==> config.mk <==
export PLATFORM = sky130hd
export DESIGN_NAME = matrix_vector_engine
export DESIGN_NICKNAME = d
export VERILOG_FILES = /design/src/rtl/nn_pkg.sv /design/src/rtl/signed_mac.sv /design/src/rtl/matrix_vector_engine.sv
export SDC_FILE = /design/constraint.sdc
export NUM_CORES = 1
export LEC_CHECK = 0
export CAP_MARGIN = 20
export CORE_MARGIN = 2
export CORE_UTILIZATION = 60
export CTS_CLUSTER_DIAMETER = 30
export CTS_CLUSTER_SIZE = 12
export DETAILED_ROUTE_END_ITERATION = 7
export PLACE_DENSITY = 0.84
export SYNTH_ARGS = -nofsm -noshare
export SYNTH_HDL_FRONTEND = slang
export SYNTH_SLANG_ARGS = --single-unit
==> constraint.sdc <==
create_clock -name clk -period 8.4 [get_ports clk]
set_input_delay 1.68 -clock clk [delete_from_list [all_inputs] [get_ports clk]]
set_output_delay 1.68 -clock clk [all_outputs]
set_load 0.05 [all_outputs]
==> src/rtl/nn_pkg.sv <==
// Shared definitions for the matrix-vector engine: default widths and FSM state encoding.
package nn_pkg;

   localparam int unsigned DATA_WIDTH_DEF = 8;
   localparam int unsigned ACC_WIDTH      = 2 * DATA_WIDTH_DEF;

   typedef enum logic [1:0] {
      S_IDLE = 2'd0,
      S_MAC  = 2'd1,
      S_EMIT = 2'd2,
      S_DONE = 2'd3
   } state_e;

endpackage

==> src/rtl/signed_mac.sv <==
// Signed multiply-accumulate step (combinational).
// Ports: i_a/i_b signed operands, i_acc running sum, i_clear forces zero,
//        i_en adds the full-width product, o_acc_c next accumulator value.
module signed_mac
   import nn_pkg::*;
#(
   parameter int unsigned DW = DATA_WIDTH_DEF,
   parameter int unsigned AW = ACC_WIDTH
) (
   input  logic signed [DW-1:0] i_a,
   input  logic signed [DW-1:0] i_b,
   input  logic signed [AW-1:0] i_acc,
   input  logic                 i_clear,
   input  logic                 i_en,
   output logic signed [AW-1:0] o_acc_c
);

   logic signed [AW-1:0] w_prod;

   // Sign-extend both operands before multiplying; the sum wraps modulo 2^AW.
   assign w_prod = AW'(i_a) * AW'(i_b);

   always_comb begin
      o_acc_c = i_acc;
      if (i_clear) begin
         o_acc_c = '0;
      end else if (i_en) begin
         o_acc_c = i_acc + w_prod;
      end
   end

endmodule

==> src/rtl/matrix_vector_engine.sv <==
// Matrix-vector engine: computes y = W*x one row at a time and hands each row
// result downstream with a valid/ready handshake.
// Ports: clk, rst_n (async active-low); start; weight write (w_in, w_wen, w_row,
//        w_col); vector write (x_in, x_wen, x_addr); out_ready; outputs
//        matrix_result, matrix_valid, result_idx, busy, done.
module matrix_vector_engine
   import nn_pkg::*;
#(
   parameter  int unsigned M          = 3,
   parameter  int unsigned N          = 3,
   parameter  int unsigned DATA_WIDTH = 8,
   localparam int unsigned RW         = (M > 1) ? $clog2(M) : 1,
   localparam int unsigned CW         = (N > 1) ? $clog2(N) : 1
) (
   input  logic                           clk,
   input  logic                           rst_n,
   input  logic                           start,
   input  logic signed [DATA_WIDTH-1:0]   w_in,
   input  logic                           w_wen,
   input  logic [RW-1:0]                  w_row,
   input  logic [CW-1:0]                  w_col,
   input  logic signed [DATA_WIDTH-1:0]   x_in,
   input  logic                           x_wen,
   input  logic [CW-1:0]                  x_addr,
   input  logic                           out_ready,
   output logic signed [2*DATA_WIDTH-1:0] matrix_result,
   output logic                           matrix_valid,
   output logic [RW-1:0]                  result_idx,
   output logic                           busy,
   output logic                           done
);

   localparam int unsigned AW = 2 * DATA_WIDTH;

   logic signed [DATA_WIDTH-1:0] r_w [M][N];
   logic signed [DATA_WIDTH-1:0] r_x [N];

   state_e                r_state;
   logic [RW-1:0]         r_row;
   logic [CW-1:0]         r_col;
   logic signed [AW-1:0]  r_acc;
   logic signed [AW-1:0]  w_mac_acc;
   logic                  w_mac_en;
   logic                  w_mac_clear;
   logic                  w_last_col;
   logic                  w_last_row;

   assign w_mac_en    = (r_state == S_MAC);
   assign w_mac_clear = (r_state != S_MAC);
   assign w_last_col  = (r_col == CW'(N - 1));
   assign w_last_row  = (r_row == RW'(M - 1));

   // Operand storage: writable only while idle, deliberately untouched by reset.
   always_ff @(posedge clk) begin
      if (r_state == S_IDLE) begin
         if (w_wen) r_w[w_row][w_col] <= w_in;
         if (x_wen) r_x[x_addr]       <= x_in;
      end
   end

   signed_mac #(
      .DW (DATA_WIDTH),
      .AW (AW)
   ) u_mac (
      .i_a     (r_w[r_row][r_col]),
      .i_b     (r_x[r_col]),
      .i_acc   (r_acc),
      .i_clear (w_mac_clear),
      .i_en    (w_mac_en),
      .o_acc_c (w_mac_acc)
   );

   // Accumulator stays cleared outside MAC, so each row starts from zero.
   always_ff @(posedge clk or negedge rst_n) begin
      if (!rst_n) r_acc <= '0;
      else        r_acc <= w_mac_acc;
   end

   // Control FSM with registered outputs.
   always_ff @(posedge clk or negedge rst_n) begin
      if (!rst_n) begin
         r_state       <= S_IDLE;
         r_row         <= '0;
         r_col         <= '0;
         matrix_result <= '0;
         matrix_valid  <= 1'b0;
         result_idx    <= '0;
         busy          <= 1'b0;
         done          <= 1'b0;
      end else begin
         done <= 1'b0;
         case (r_state)
            S_IDLE: begin
               if (start) begin
                  r_state <= S_MAC;
                  r_row   <= '0;
                  r_col   <= '0;
                  busy    <= 1'b1;
               end
            end
            S_MAC: begin
               r_col <= r_col + CW'(1);
               if (w_last_col) begin
                  // Final product folded in this edge via the MAC's next value.
                  matrix_result <= w_mac_acc;
                  result_idx    <= r_row;
                  matrix_valid  <= 1'b1;
                  r_col         <= '0;
                  r_state       <= S_EMIT;
               end
            end
            S_EMIT: begin
               if (out_ready) begin
                  matrix_valid <= 1'b0;
                  if (w_last_row) begin
                     r_state <= S_DONE;
                  end else begin
                     r_row   <= r_row + RW'(1);
                     r_col   <= '0;
                     r_state <= S_MAC;
                  end
               end
            end
            S_DONE: begin
               done    <= 1'b1;
               busy    <= 1'b0;
               r_state <= S_IDLE;
            end
            default: begin
               r_state <= S_IDLE;
               busy    <= 1'b0;
            end
         endcase
      end
   end

endmodule

# Word-level counts from Yosys, hierarchy flattened

Memories as Yosys holds them, arrays and structs flattened.
Cells that the tools add are included.

Output and inout bits: 21
Memories kept: 2
RAM bits: 96
Register bits after elaboration: 43
Input port bits: 28
Logic and storage cells: 74

Memory list:

| name | words | bits a word | read ports | clocked after memory_dff | write ports | RTL line                   | text |
|---|---|---|---|---|---|---|---|
| r_w  | 3     | 24          | 1          | 0                        | 1           | matrix_vector_engine.sv:35 | `logic signed [DATA_WIDTH-1:0] r_w [M][N];` |
| r_x  | 3     | 8           | 1          | 0                        | 1           | matrix_vector_engine.sv:36 | `logic signed [DATA_WIDTH-1:0] r_x [N];` |

Bitwise logic cells: 2
Multiplexer cells: 32
Add/sub/neg operators: 3
Multiply operators: 1
Reduce and logical (&&, ||, !) cells: 12
Magnitude comparators: 3
Eq/ne operators: 10

Operators with widths:

| cell                                                                         | number |
|---|---|
| 16-bit two-way mux                                                           | 2 |
| 24-bit two-way mux                                                           | 1 |
| 8-bit two-way mux                                                            | 3 |
| 2-bit two-way mux                                                            | 10 |
| 16-bit adder                                                                 | 1 |
| 8-bit binary-select mux with 2-bit select                                    | 1 |
| 8-bit demux with 2-bit select                                                | 1 |
| 8-bit by 8-bit multiplier with 16-bit output                                 | 1 |
| 1-bit two-way mux                                                            | 9 |
| 2-bit == test, second input constant                                         | 4 |
| 2-bit inequality test, second input constant                                 | 4 |
| 2-bit case mux with 4 select lines                                           | 1 |
| 4-bit AND reduction                                                          | 2 |
| 3-bit >= comparator, second input constant                                   | 2 |
| 2-bit NOT with 3-bit output                                                  | 2 |
| 2-bit case mux with 3 select lines                                           | 1 |
| 3-bit AND reduction                                                          | 2 |
| 2-bit nonzero test                                                           | 3 |
| 2-bit by 1-bit adder with 2-bit output, second input constant                | 2 |
| 1-bit case mux with 2 select lines                                           | 2 |
| 2-bit case mux with 2 select lines                                           | 1 |
| 2-bit AND reduction                                                          | 2 |
| 3-bit by 1-bit less-than comparator with 1-bit output, second input constant | 1 |
| 3-bit nonzero test                                                           | 1 |
| other kinds (4)                                                              | 4 |

# Logic depth before layout (Yosys ltp)

Gate-level depths: netlist of the first run.

Depth in word-level cells: 8
Gate-level depth with buffers: 25
Depth with buffers taken out: 23

# Hierarchy

Synthesis of the first run repeated with hierarchy kept, for this count alone.

Cell total of the unflattened synthesis: 651
Area, all modules: 8519.4 um^2

By module, submodules not included:

| module               | instances | seq. area each (um^2) | area an instance (um^2) | cells an instance |
|---|---|---|---|---|
| matrix_vector_engine | 1         | 3958.8                | 5388.9                  | 312 |
| signed_mac           | 1         | 0.0                   | 3130.5                  | 339 |

# Least setup slack after synthesis of the first run

OpenSTA, ideal clock, no wires.

Path type: flip-flop to flip-flop
From: register r_col[1]
To: register matrix_result[15]
Buffers on the path: 2
Setup time: 0.131 ns
Period minus slack after synthesis: 6.026 ns
Setup slack: 2.374 ns
Cell stages (with the launch flop): 21
Arrival time: 5.895 ns
Data required time: 8.269 ns
Cells stage by stage: dfrtp_1 -> buf_2 -> buf_2 -> o21ai_0 -> nor2b_1 -> inv_1 -> fa_1 -> inv_1 -> fa_1 -> fa_1 -> fa_1 -> inv_1 -> fa_1 -> inv_1 -> ha_1 -> o21ai_0 -> o211ai_1 -> a31oi_1 -> o21ai_0 -> xnor2_1 -> o21ai_0

Longest elaborated chain between the ends: 8
Elaborated cells on any way between the ends: 11
Those cells by class: add/sub (1); mul (1); eq/ne (1); mux (5); bitwise (1); reduce/logical (1); memory (1)

RTL lines:

| element                                               | RTL line                    | text |
|---|---|---|
| start: declaration                                    | matrix_vector_engine.sv:40  | `logic [CW-1:0] r_col;` |
| start signal: assignment                              | matrix_vector_engine.sv:102 | `r_col <= r_col + CW'(1);` |
| 2-bit NOT with 3-bit output (implied by the code)     | matrix_vector_engine.sv:65  | `.i_a (r_w[r_row][r_col]),` |
| 8-bit binary-select mux with 2-bit select             | matrix_vector_engine.sv:65  |  |
| 8-bit two-way mux (implied by the code) (2 in series) | matrix_vector_engine.sv:65  |  |
| 8-bit by 8-bit multiplier with 16-bit output          | signed_mac.sv:21            | `assign w_prod = AW'(i_a) * AW'(i_b);` |
| 16-bit adder                                          | signed_mac.sv:28            | `o_acc_c = i_acc + w_prod;` |
| 16-bit two-way mux                                    | signed_mac.sv:27            | `end else if (i_en) begin` |
| 16-bit two-way mux                                    | signed_mac.sv:25            | `if (i_clear) begin` |
| end signal: assignment                                | matrix_vector_engine.sv:105 | `matrix_result <= w_mac_acc;` |
| end: declaration                                      | matrix_vector_engine.sv:26  | `output logic signed [2*DATA_WIDTH-1:0] matrix_result,` |

Parallel ways exist; a longest one is shown, timed or not. The select of a mux whose other input is x is not followed.
A chain may end at the register's enable or synchronous reset.

# Worst setup path after layout of the first run

From: register r_col[1]
To: register matrix_result[13]

The elaborated chain is that of the path after synthesis.

==> impl_metrics.env, run 1 <==
export IMPL_tightest_slew_ps=971
export IMPL_ant_nets=0
export IMPL_finalSetupViolCount=0
export IMPL_via_count=5186
export IMPL_worstPathArrival_ps=6730
export IMPL_wire_per_inst_um=19.1
export IMPL_initial_core_util_pct=61.8
export IMPL_drive_gt1_share_pct=10.2
export IMPL_cts_repair_resized=0
export IMPL_fp_row_count=42
export IMPL_tns_ps=0
export IMPL_clock_sinks=139
export IMPL_max_stage_delay_ps=540
export IMPL_synthTopCellsByCount="edfxtp_1 (96), inv_1 (85), fa_1 (71), nor2_1 (63), dfrtp_1 (43)"
export IMPL_synth_seq_cells=139
export IMPL_wl_um=17200
export IMPL_place_gp_congestion=0.901
export IMPL_dieArea_mm2=0.0146
export IMPL_cp_slowest_cell="fa_1"
export IMPL_path_common_cell="fa_1"
export IMPL_critical_path_depth=23
export IMPL_finalCriticalPeriod_ps=6470
export IMPL_finalHoldViolCount=0
export IMPL_clock_fmax_ghz=0.155
export IMPL_vias_per_cell=5.78
export IMPL_crit_fanout=36
export IMPL_cts_setup_buffers=0
export IMPL_root_buffer="clkbuf_16"
export IMPL_pre_cts_slack_ps=1910
export IMPL_clk_pin_slew_ps=60
export IMPL_grt_max_degree=44
export IMPL_drc_errors=0
export IMPL_synth_edf_count=96
export IMPL_die_x_um=121
export IMPL_portBuffers=48
export IMPL_grt_usage_pct=25.7
export IMPL_fin_skew_ps=10.2
export IMPL_clock_latency_ps=430
export IMPL_synth_top_flop_cell="edfxtp_1"
export IMPL_crit_type="flip-flop to flip-flop"
export IMPL_ctsHoldBuffers=0
export IMPL_fin_ws_ps=1930
export IMPL_hpwl_um=12000
export IMPL_synthArstFlopShare_pct=30.9
export IMPL_gr_total_overflow=0
export IMPL_synth_area_leaders="edfxtp_1 (35%), fa_1 (17%), dfrtp_1 (13%), ha_1 (5.8%), inv_1 (3.9%)"
export IMPL_syn_nets=782
export IMPL_syn_avg_cell_area_um2=12.7
export IMPL_grt_pass1_wl_um=28100
export IMPL_ys_seq_area_share_pct=48.2
export IMPL_path_cells="buf_4 > and2b_1 > nand2_1 > o211ai_1 > o21ai_2 > nor2b_1 > buf_4 > inv_1 > fa_1 > inv_1 > fa_1 > fa_1 > fa_1 > inv_1 > fa_1 > inv_1 > ha_1 > o21ai_0 > o211ai_1 > a31oi_1 > o21ai_0 > xnor2_1 > o21ai_0"
export IMPL_cts_made_buffers=17
export IMPL_hold_path_depth=2
export IMPL_final_nets=846
export IMPL_synth_top_cell_by_area="edfxtp_1"
export IMPL_yosysTopAreaCellShare_pct=35.1
export IMPL_slew_violations=0
export IMPL_drt_first_pass_iters=5
export IMPL_core_region_area_mm2=0.0133
export IMPL_slew_headroom_pct=35.2
export IMPL_min_period_over_period_pct=77.0
export IMPL_ys_types=44
export IMPL_crit_path_end_kind="flip-flop"
export IMPL_maxCapViolations=0
export IMPL_rsz0062_at_grt="false"
export IMPL_hold_class="flip-flop to flip-flop"
export IMPL_antenna_found_initial=0
export IMPL_synth_area_mm2=0.00821
export IMPL_syn_instance_count=645
export IMPL_drt_iter0_markers=480
export IMPL_ctsLongestPathBuffers=2
export IMPL_num_io_pins=49
export IMPL_synth_most_common_cell="edfxtp_1"
export IMPL_cts_tree="done"
export IMPL_diodes=0
export IMPL_h_tree_depth=4
export IMPL_status="complete, no violations"
export IMPL_startpoint_type="flip-flop"
export IMPL_synth_warnings=0
export IMPL_cpLargestDelayFamily="adder cells"
export IMPL_rr_worst_depth=23
export IMPL_area_growth_pct=15.6
export IMPL_required_ps=8660
export IMPL_grt_pass1_vias=5380
export IMPL_die_h_um=121
export IMPL_path_buf_inv=6
## state kept, by name, summed over array words and instances, names as in the netlist, 2 cells and up
signal / count
r_col: 2
r_state: 2
matrix_result: 16
r_w: 72
r_acc: 16
r_x: 24
result_idx: 2
r_row: 2
## cell type report
class	instances	area [um2]
Tap cell	176	220
Fill cell	830	3800
Inverter	86	323
Sequential cell	139	3960
Clock inverter	13	156
Clock buffer	19	433
Multi-Input combinational cell	404	3850
Timing Repair Buffer	61	558
## path summary, 6_finish.rpt
path / slack [ps] / end / startpoint
worst max-delay path: 1930 / matrix_result[13] / r_col[1]
worst min-delay path: 480 / result_idx[0] / result_idx[0]
worst max register to register: 1930 / matrix_result[13] / r_col[1]
worst min register to register: 480 / result_idx[0] / result_idx[0]
max in group asynchronous: 6370 / r_acc[15] / rst_n
min in group asynchronous: 1410 / r_state[1] / rst_n
## cells in the final DEF, fill, tap and decap left out, types with 17 or more instances in the layout
cell             Yosys  layout
dfrtp_1             43      43
mux2i_1             24      24
a21oi_1             17      17
xnor2_1             17      17
nand2_1             39      39
ha_1                38      38
o21ai_0             20      20
inv_1               85      85
nor2_1              63      63
clkbuf_16            0      17
clkdlybuf4s50_1      0      47
edfxtp_1            96      96
fa_1                71      71
## routing by layer
layer | wire length (um) | vias up | track usage, %
met2 | 8550 | 203 | 41.4
met1 | 7260 | 2631 | 35.4
met4 | 363 | 0 | 8.50
met5 | 0 | - | 0
met3 | 1010 | 36 | 5.08
li1 | - | 2316 | -
## tightest hold or removal path: cells and delay by family, from the launching register on
family,cells,cell delay (ps)
simple gates,1,40
flops,1,340
compound gates,1,60
## metrics by stage
step | area [um2] | hold WS [ps] | instances | utilization, %
floorplan | 8210 | 572 | 645 | -
finish | 9500 | 475 | 898 | 71.4
detailed placement | 8880 | 471 | 860 | 66.8
CTS | 9470 | 484 | 892 | 71.2
global route | 9500 | 508 | 898 | 71.4
global placement | 8860 | 462 | 858 | 66.7
## logic make-up after synthesis
kind of cell	Yosys count	share of synthesized area, %
multiplexers	42	6.81
adder cells (fa/ha/maj)	109	23.1
buffers and inverters	102	4.94
flip-flops	139	48.2
AO/OA/AOI/OAI	81	6.38
XOR/XNOR	20	2.13
AND/OR/NAND/NOR	152	8.44
Power of run 1 is left out: the tool's default activity adds up to more than one toggle a clock period on the data nets, which glitch-free logic cannot reach.
==> run 2, diff against run 1 <==
--- a/config.mk
+++ b/config.mk
@@ -7,11 +7,11 @@
 export LEC_CHECK = 0
 export CAP_MARGIN = 20
 export CORE_MARGIN = 2
-export CORE_UTILIZATION = 60
+export CORE_UTILIZATION = 55
 export CTS_CLUSTER_DIAMETER = 30
 export CTS_CLUSTER_SIZE = 12
 export DETAILED_ROUTE_END_ITERATION = 7
-export PLACE_DENSITY = 0.84
+export PLACE_DENSITY = 0.82
 export SYNTH_ARGS = -nofsm -noshare
 export SYNTH_HDL_FRONTEND = slang
 export SYNTH_SLANG_ARGS = --single-unit
==> constraint.sdc (replaced) <==
create_clock -name clk -period 5.2 [get_ports clk]
set_input_delay 1.04 -clock clk [delete_from_list [all_inputs] [get_ports clk]]
set_output_delay 1.04 -clock clk [all_outputs]
set_load 0.05 [all_outputs]
==> run 2 against run 1 <==
The flow now finishes with violations (setup timing). Utilization up 0.34 points. Critical path depth down 2. Die area up 8.8%. Global-route usage down 0.37 points. Flip-flop and latch count unchanged. First-iteration DRC count down 5.6%.
==> impl_metrics.env, run 2 (synthesis results as in run 1) <==
export IMPL_cpLargestDelayFamily="adder cells"
export IMPL_crit_fanout=7
export IMPL_die_x_um=126
export IMPL_antenna_found_initial=0
export IMPL_clock_fmax_ghz=0.180
export IMPL_mostFrequentLayoutCell="edfxtp_1"
export IMPL_hold_class="flip-flop to flip-flop"
export IMPL_area_growth_pct=27.5
export IMPL_crit_type="flip-flop to flip-flop"
export IMPL_clock_latency_ps=420
export IMPL_core_region_area_mm2=0.0146
export IMPL_slew_violations=0
export IMPL_largest_reg_flops=72
export IMPL_initial_core_util_pct=56.3
export IMPL_rsz0062_at_grt="true"
export IMPL_drt_first_pass_iters=5
export IMPL_tightest_slew_ps=942
export IMPL_cts_made_buffers=17
export IMPL_place_gp_congestion=0.903
export IMPL_ctsHoldBuffers=0
export IMPL_drt_iter0_markers=453
export IMPL_fp_row_count=44
export IMPL_root_buffer="clkbuf_16"
export IMPL_whs_ps=489
export IMPL_grt_max_degree=44
export IMPL_grt_pass1_vias=5876
export IMPL_drive_gt1_share_pct=26.7
export IMPL_ant_nets=0
export IMPL_maxCapViolations=0
export IMPL_cts_tree="done"
export IMPL_finalSetupViolCount=15
export IMPL_dieArea_mm2=0.0159
export IMPL_path_common_cell="fa_1"
export IMPL_hpwl_um=12600
export IMPL_grt_pass1_wl_um=30600
export IMPL_cp_slowest_cell="fa_1"
export IMPL_crit_path_end_kind="flip-flop"
export IMPL_final_cell_mix="edfxtp_1 (96), buf_4 (75), inv_1 (73)"
export IMPL_via_count=5547
export IMPL_portBuffers=48
export IMPL_stdcell_count=983
export IMPL_final_util_pct=71.8
export IMPL_finalHoldViolCount=0
export IMPL_vias_per_cell=5.64
export IMPL_drc_errors=0
export IMPL_fin_skew_ps=7.19
export IMPL_path_cells="buf_12 > mux4_2 > inv_2 > o22ai_4 > o21ai_4 > or2_4 > fa_1 > fa_1 > inv_2 > fa_1 > fa_1 > inv_1 > fa_1 > inv_2 > ha_4 > o21ai_4 > o211ai_1 > a31oi_2 > o21ai_1 > xnor2_1 > o21ai_1"
export IMPL_pre_cts_slack_ps=-463
export IMPL_startpoint_type="flip-flop"
export IMPL_max_stage_delay_ps=540
export IMPL_die_h_um=126
export IMPL_slew_headroom_pct=37.2
export IMPL_violations="setup timing"
export IMPL_fin_ws_ps=-361
export IMPL_finalCriticalPeriod_ps=5560
export IMPL_final_nets=924
export IMPL_path_buf_inv=5
export IMPL_reg_top3="r_w (72), r_x (24)"
export IMPL_num_io_pins=49
export IMPL_ctsLongestPathBuffers=2
export IMPL_status="finished with violations"
export IMPL_min_period_over_period_pct=107
export IMPL_h_tree_depth=4
export IMPL_gr_total_overflow=0
export IMPL_clk_pin_slew_ps=60
export IMPL_clock_sinks=139
export IMPL_regMostFlops="r_w"
export IMPL_wire_per_inst_um=19.6
export IMPL_worstPathArrival_ps=5830
export IMPL_diodes=0
export IMPL_wl_um=19200
export IMPL_dpl_cell_count=928
export IMPL_grt_usage_pct=25.3
export IMPL_required_ps=5470
[run 2: worst paths after layout]
path	from	end	slack (ps)	cells after the start
max	r_row[0]	matrix_result[13]	-360	21
min	result_idx[0]	result_idx[0]	490	2
max reg2reg	r_row[0]	matrix_result[13]	-360	21
min reg2reg	result_idx[0]	result_idx[0]	490	2
max in group asynchronous	rst_n	r_row[0]	3810	1
min in group asynchronous	rst_n	r_col[0]	760	1
[run 2: metrics by stage]
step | cell area (um2) | TNS, ps
4_1_cts | 10300 | -2400
2_1_floorplan | 8250 | -136
5_1_grt | 10500 | -6980
3_3_place_gp | 9410 | -3710
3_5_place_dp | 9420 | -5230
6_report | 10500 | -3840
[run 2: layer usage]
metal / GRT usage, % / part of all wire [%] / routed length [um] / vias to the layer above
met4: 10.8 / 3.4 / 663 / 0
met2: 42.3 / 50 / 9690 / 249
met3: 4.89 / 6.5 / 1250 / 55
met1: 32.7 / 40 / 7630 / 2776
li1: - / - / - / 2467
met5: 0 / 0 / 0 / -
[run 2: tightest hold or removal path: cells and delay by family (launching register included)]
family	cells	cell delay [ps]
compound gates	1	60
flops	1	350
simple gates	1	50
[run 2: layout make-up]
class,instances,area [um2]
inverters,86,323
fillers,893,4120
flip-flops and latches,139,3960
clock buffers,19,433
multi-input cells,404,4150
well taps,184,230
repair buffers,139,1240
clock inverters,12,140
[run 2: what timing repair did]
| item | 4_1_cts | 5_1_grt |
|---|---|---|
| endpoints found under the setup margin | 18 | 18 |
| pin swaps | 32 | 30 |
| cloned | 1 | 0 |
| setup buffers | 14 | 8 |
| resized for setup | 43 | 36 |
Power of run 2 is left out for the same reason.
==> run 3, diff against run 2 <==
--- a/config.mk
+++ b/config.mk
@@ -12,6 +12,7 @@
 export CTS_CLUSTER_SIZE = 12
 export DETAILED_ROUTE_END_ITERATION = 7
 export PLACE_DENSITY = 0.82
+export SETUP_SLACK_MARGIN = 0.2
 export SYNTH_ARGS = -nofsm -noshare
 export SYNTH_HDL_FRONTEND = slang
 export SYNTH_SLANG_ARGS = --single-unit
==> run 3 against run 2 <==
The flow still finishes with violations (setup timing). Sequential share of layout area is 0.41 points lower. Worst setup slack worse by 130 ps. Hold slack worse by 89 ps. First-iteration DRC count up 32%. Largest cell class unchanged. Final area is 1.1% higher. Register-to-register slack got worse by 130 ps.
==> impl_metrics.env, run 3 (synthesis results as in run 1) <==
export IMPL_fin_skew_ps=11.0
export IMPL_maxCapViolations=0
export IMPL_root_buffer="clkbuf_16"
export IMPL_violations="setup timing"
export IMPL_final_cell_mix="edfxtp_1 (96), buf_4 (77), inv_1 (71)"
export IMPL_rrSetupSlack_ps=-490
export IMPL_met3WireLength_um=1430
export IMPL_die_h_um=126
export IMPL_mostFrequentLayoutCell="edfxtp_1"
export IMPL_path_buf_inv=5
export IMPL_dieArea_mm2=0.0159
export IMPL_drive_gt1_share_pct=28.6
export IMPL_place_gp_congestion=0.935
export IMPL_reg_top3="r_w (72), r_x (24)"
export IMPL_min_period_over_period_pct=109
export IMPL_crit_fanout=5
export IMPL_path_common_cell="fa_1"
export IMPL_clock_latency_ps=440
export IMPL_path_cells="buf_12 > mux4_2 > inv_2 > o22ai_2 > o21ai_2 > or2_4 > fa_1 > fa_1 > inv_2 > fa_1 > fa_1 > inv_2 > fa_1 > inv_2 > ha_4 > o21ai_4 > o211ai_1 > a31oi_4 > o21ai_2 > xnor2_2 > o21ai_1"
export IMPL_largest_reg_flops=72
export IMPL_rsz0062_at_grt="true"
export IMPL_slew_headroom_pct=36.1
export IMPL_hold_class="primary input to async pin"
export IMPL_portBuffers=48
export IMPL_initial_core_util_pct=56.3
export IMPL_fin_ws_ps=-486
export IMPL_final_area_mm2=0.0106
export IMPL_cp_slowest_cell="fa_1"
export IMPL_hpwl_um=13000
export IMPL_finalHoldViolCount=0
export IMPL_clk_pin_slew_ps=70
export IMPL_critical_path_startpoint="r_row[0]"
export IMPL_clock_sinks=139
export IMPL_worstPathArrival_ps=5980
export IMPL_drc_errors=0
export IMPL_diodes=0
export IMPL_grt_pass1_wl_um=31200
export IMPL_vias_per_cell=5.80
export IMPL_wire_per_inst_um=20.9
export IMPL_finalCriticalPeriod_ps=5690
export IMPL_startpoint_type="flip-flop"
export IMPL_cts_made_buffers=17
export IMPL_die_x_um=126
export IMPL_finalSetupViolCount=17
export IMPL_crit_type="flip-flop to flip-flop"
export IMPL_ctsLongestPathBuffers=2
export IMPL_timing_rr_start="r_row[0]"
export IMPL_worstReg2RegEnd="matrix_result[15]"
export IMPL_rr_worst_depth=21
export IMPL_drt_iter0_markers=600
export IMPL_ant_nets=0
export IMPL_gr_total_overflow=0
export IMPL_cpLargestDelayFamily="adder cells"
export IMPL_h_tree_depth=4
export IMPL_core_region_area_mm2=0.0146
export IMPL_cts_tree="done"
export IMPL_ctsHoldBuffers=0
export IMPL_final_nets=925
export IMPL_via_count=5712
export IMPL_status="finished with violations"
export IMPL_wirelength_met1_um=8030
export IMPL_fp_row_count=44
export IMPL_required_ps=5490
export IMPL_grt_pass1_vias=6102
export IMPL_antenna_found_initial=0
export IMPL_slew_violations=0
export IMPL_nFillCells=819
export IMPL_crit_path_end_kind="flip-flop"
export IMPL_top_layer_used="met4"
export IMPL_tightest_slew_ps=955
export IMPL_clock_fmax_ghz=0.176
export IMPL_grt_max_degree=44
export IMPL_num_io_pins=49
export IMPL_wl_um=20600
export IMPL_max_stage_delay_ps=570
export IMPL_wl_met2_um=10500
export IMPL_placed_cell_area_mm2=0.00950
export IMPL_regMostFlops="r_w"
export IMPL_drt_first_pass_iters=5
export IMPL_grt_usage_pct=25.7
export IMPL_area_growth_pct=28.8
run 3: cell types whose count changed in the layout (fill, tap and decap cells not counted), moves of 4 or more:
| cell | previous run | this run |
|---|---|---|
| o21ai_1 | 9 | 4 |
| o21ai_2 | 6 | 11 |
| o22ai_2 | 2 | 7 |
| o22ai_4 | 5 | 0 |
| ha_1 | 29 | 25 |
| ha_4 | 7 | 11 |
run 3: how the worst max path moves through the flow:
stage,end,slack (ps),cells past startpoint
finish,matrix_result[15],-490,21
global route,matrix_result[15],-650,21
CTS,matrix_result[13],-280,21
detailed placement,matrix_result[13],-370,19
global placement,matrix_result[15],-290,21
floorplan,matrix_result[15],-40,21
run 3: worst reg2reg max path, stage by stage (launching register included):
cell and delay (ps):
dfrtp_2 410, buf_12 130, mux4_2 530, inv_2 80, o22ai_2 70, o21ai_2 240, or2_4 180, fa_1 430
fa_1 520, inv_2 50, fa_1 510, fa_1 570, inv_2 50, fa_1 510, inv_2 60, ha_4 280
o21ai_4 60, o211ai_1 280, a31oi_4 170, o21ai_2 180, xnor2_2 140, o21ai_1 70
run 3: metal layers:
metal / GRT usage [%] / up-vias
met1: 33.3 / 2893
met5: 0 / -
met2: 43.4 / 285
met3: 5.56 / 65
met4: 9.11 / 0
li1: - / 2469
run 3: area by class of cell:
type                            count  area [um2]  share of cell area, %
Clock inverter                     14         161                   1.53
Timing Repair Buffer              140        1270                   12.0
Inverter                           86         325                   3.07
Clock buffer                       18         429                   4.06
Multi-Input combinational cell    404        4200                   39.7
Sequential cell                   139        3960                   37.4
Tap cell                          184         230                   2.18
run 3: repair_timing:
action,4_1_cts,5_1_grt
setup buffers,8,5
setup endpoints to repair,19,20
pin swaps,12,15
resized for setup,43,37
gates cloned,0,1
run 3: metrics by stage:
stage               setup TNS [ps]  utilization (%)  instances  hold WS (ps)  setup slack, ps
CTS                          -2290             71.0        977           499             -282
detailed placement           -3590             65.1        937           474             -366
global route                 -8970             72.5        985           397             -649
finish                       -6040             72.5        985           401             -486
global placement             -2110             65.0        934           464             -288
floorplan                     -136                -        645           572            -41.7
Power of run 3 is left out for the same reason.
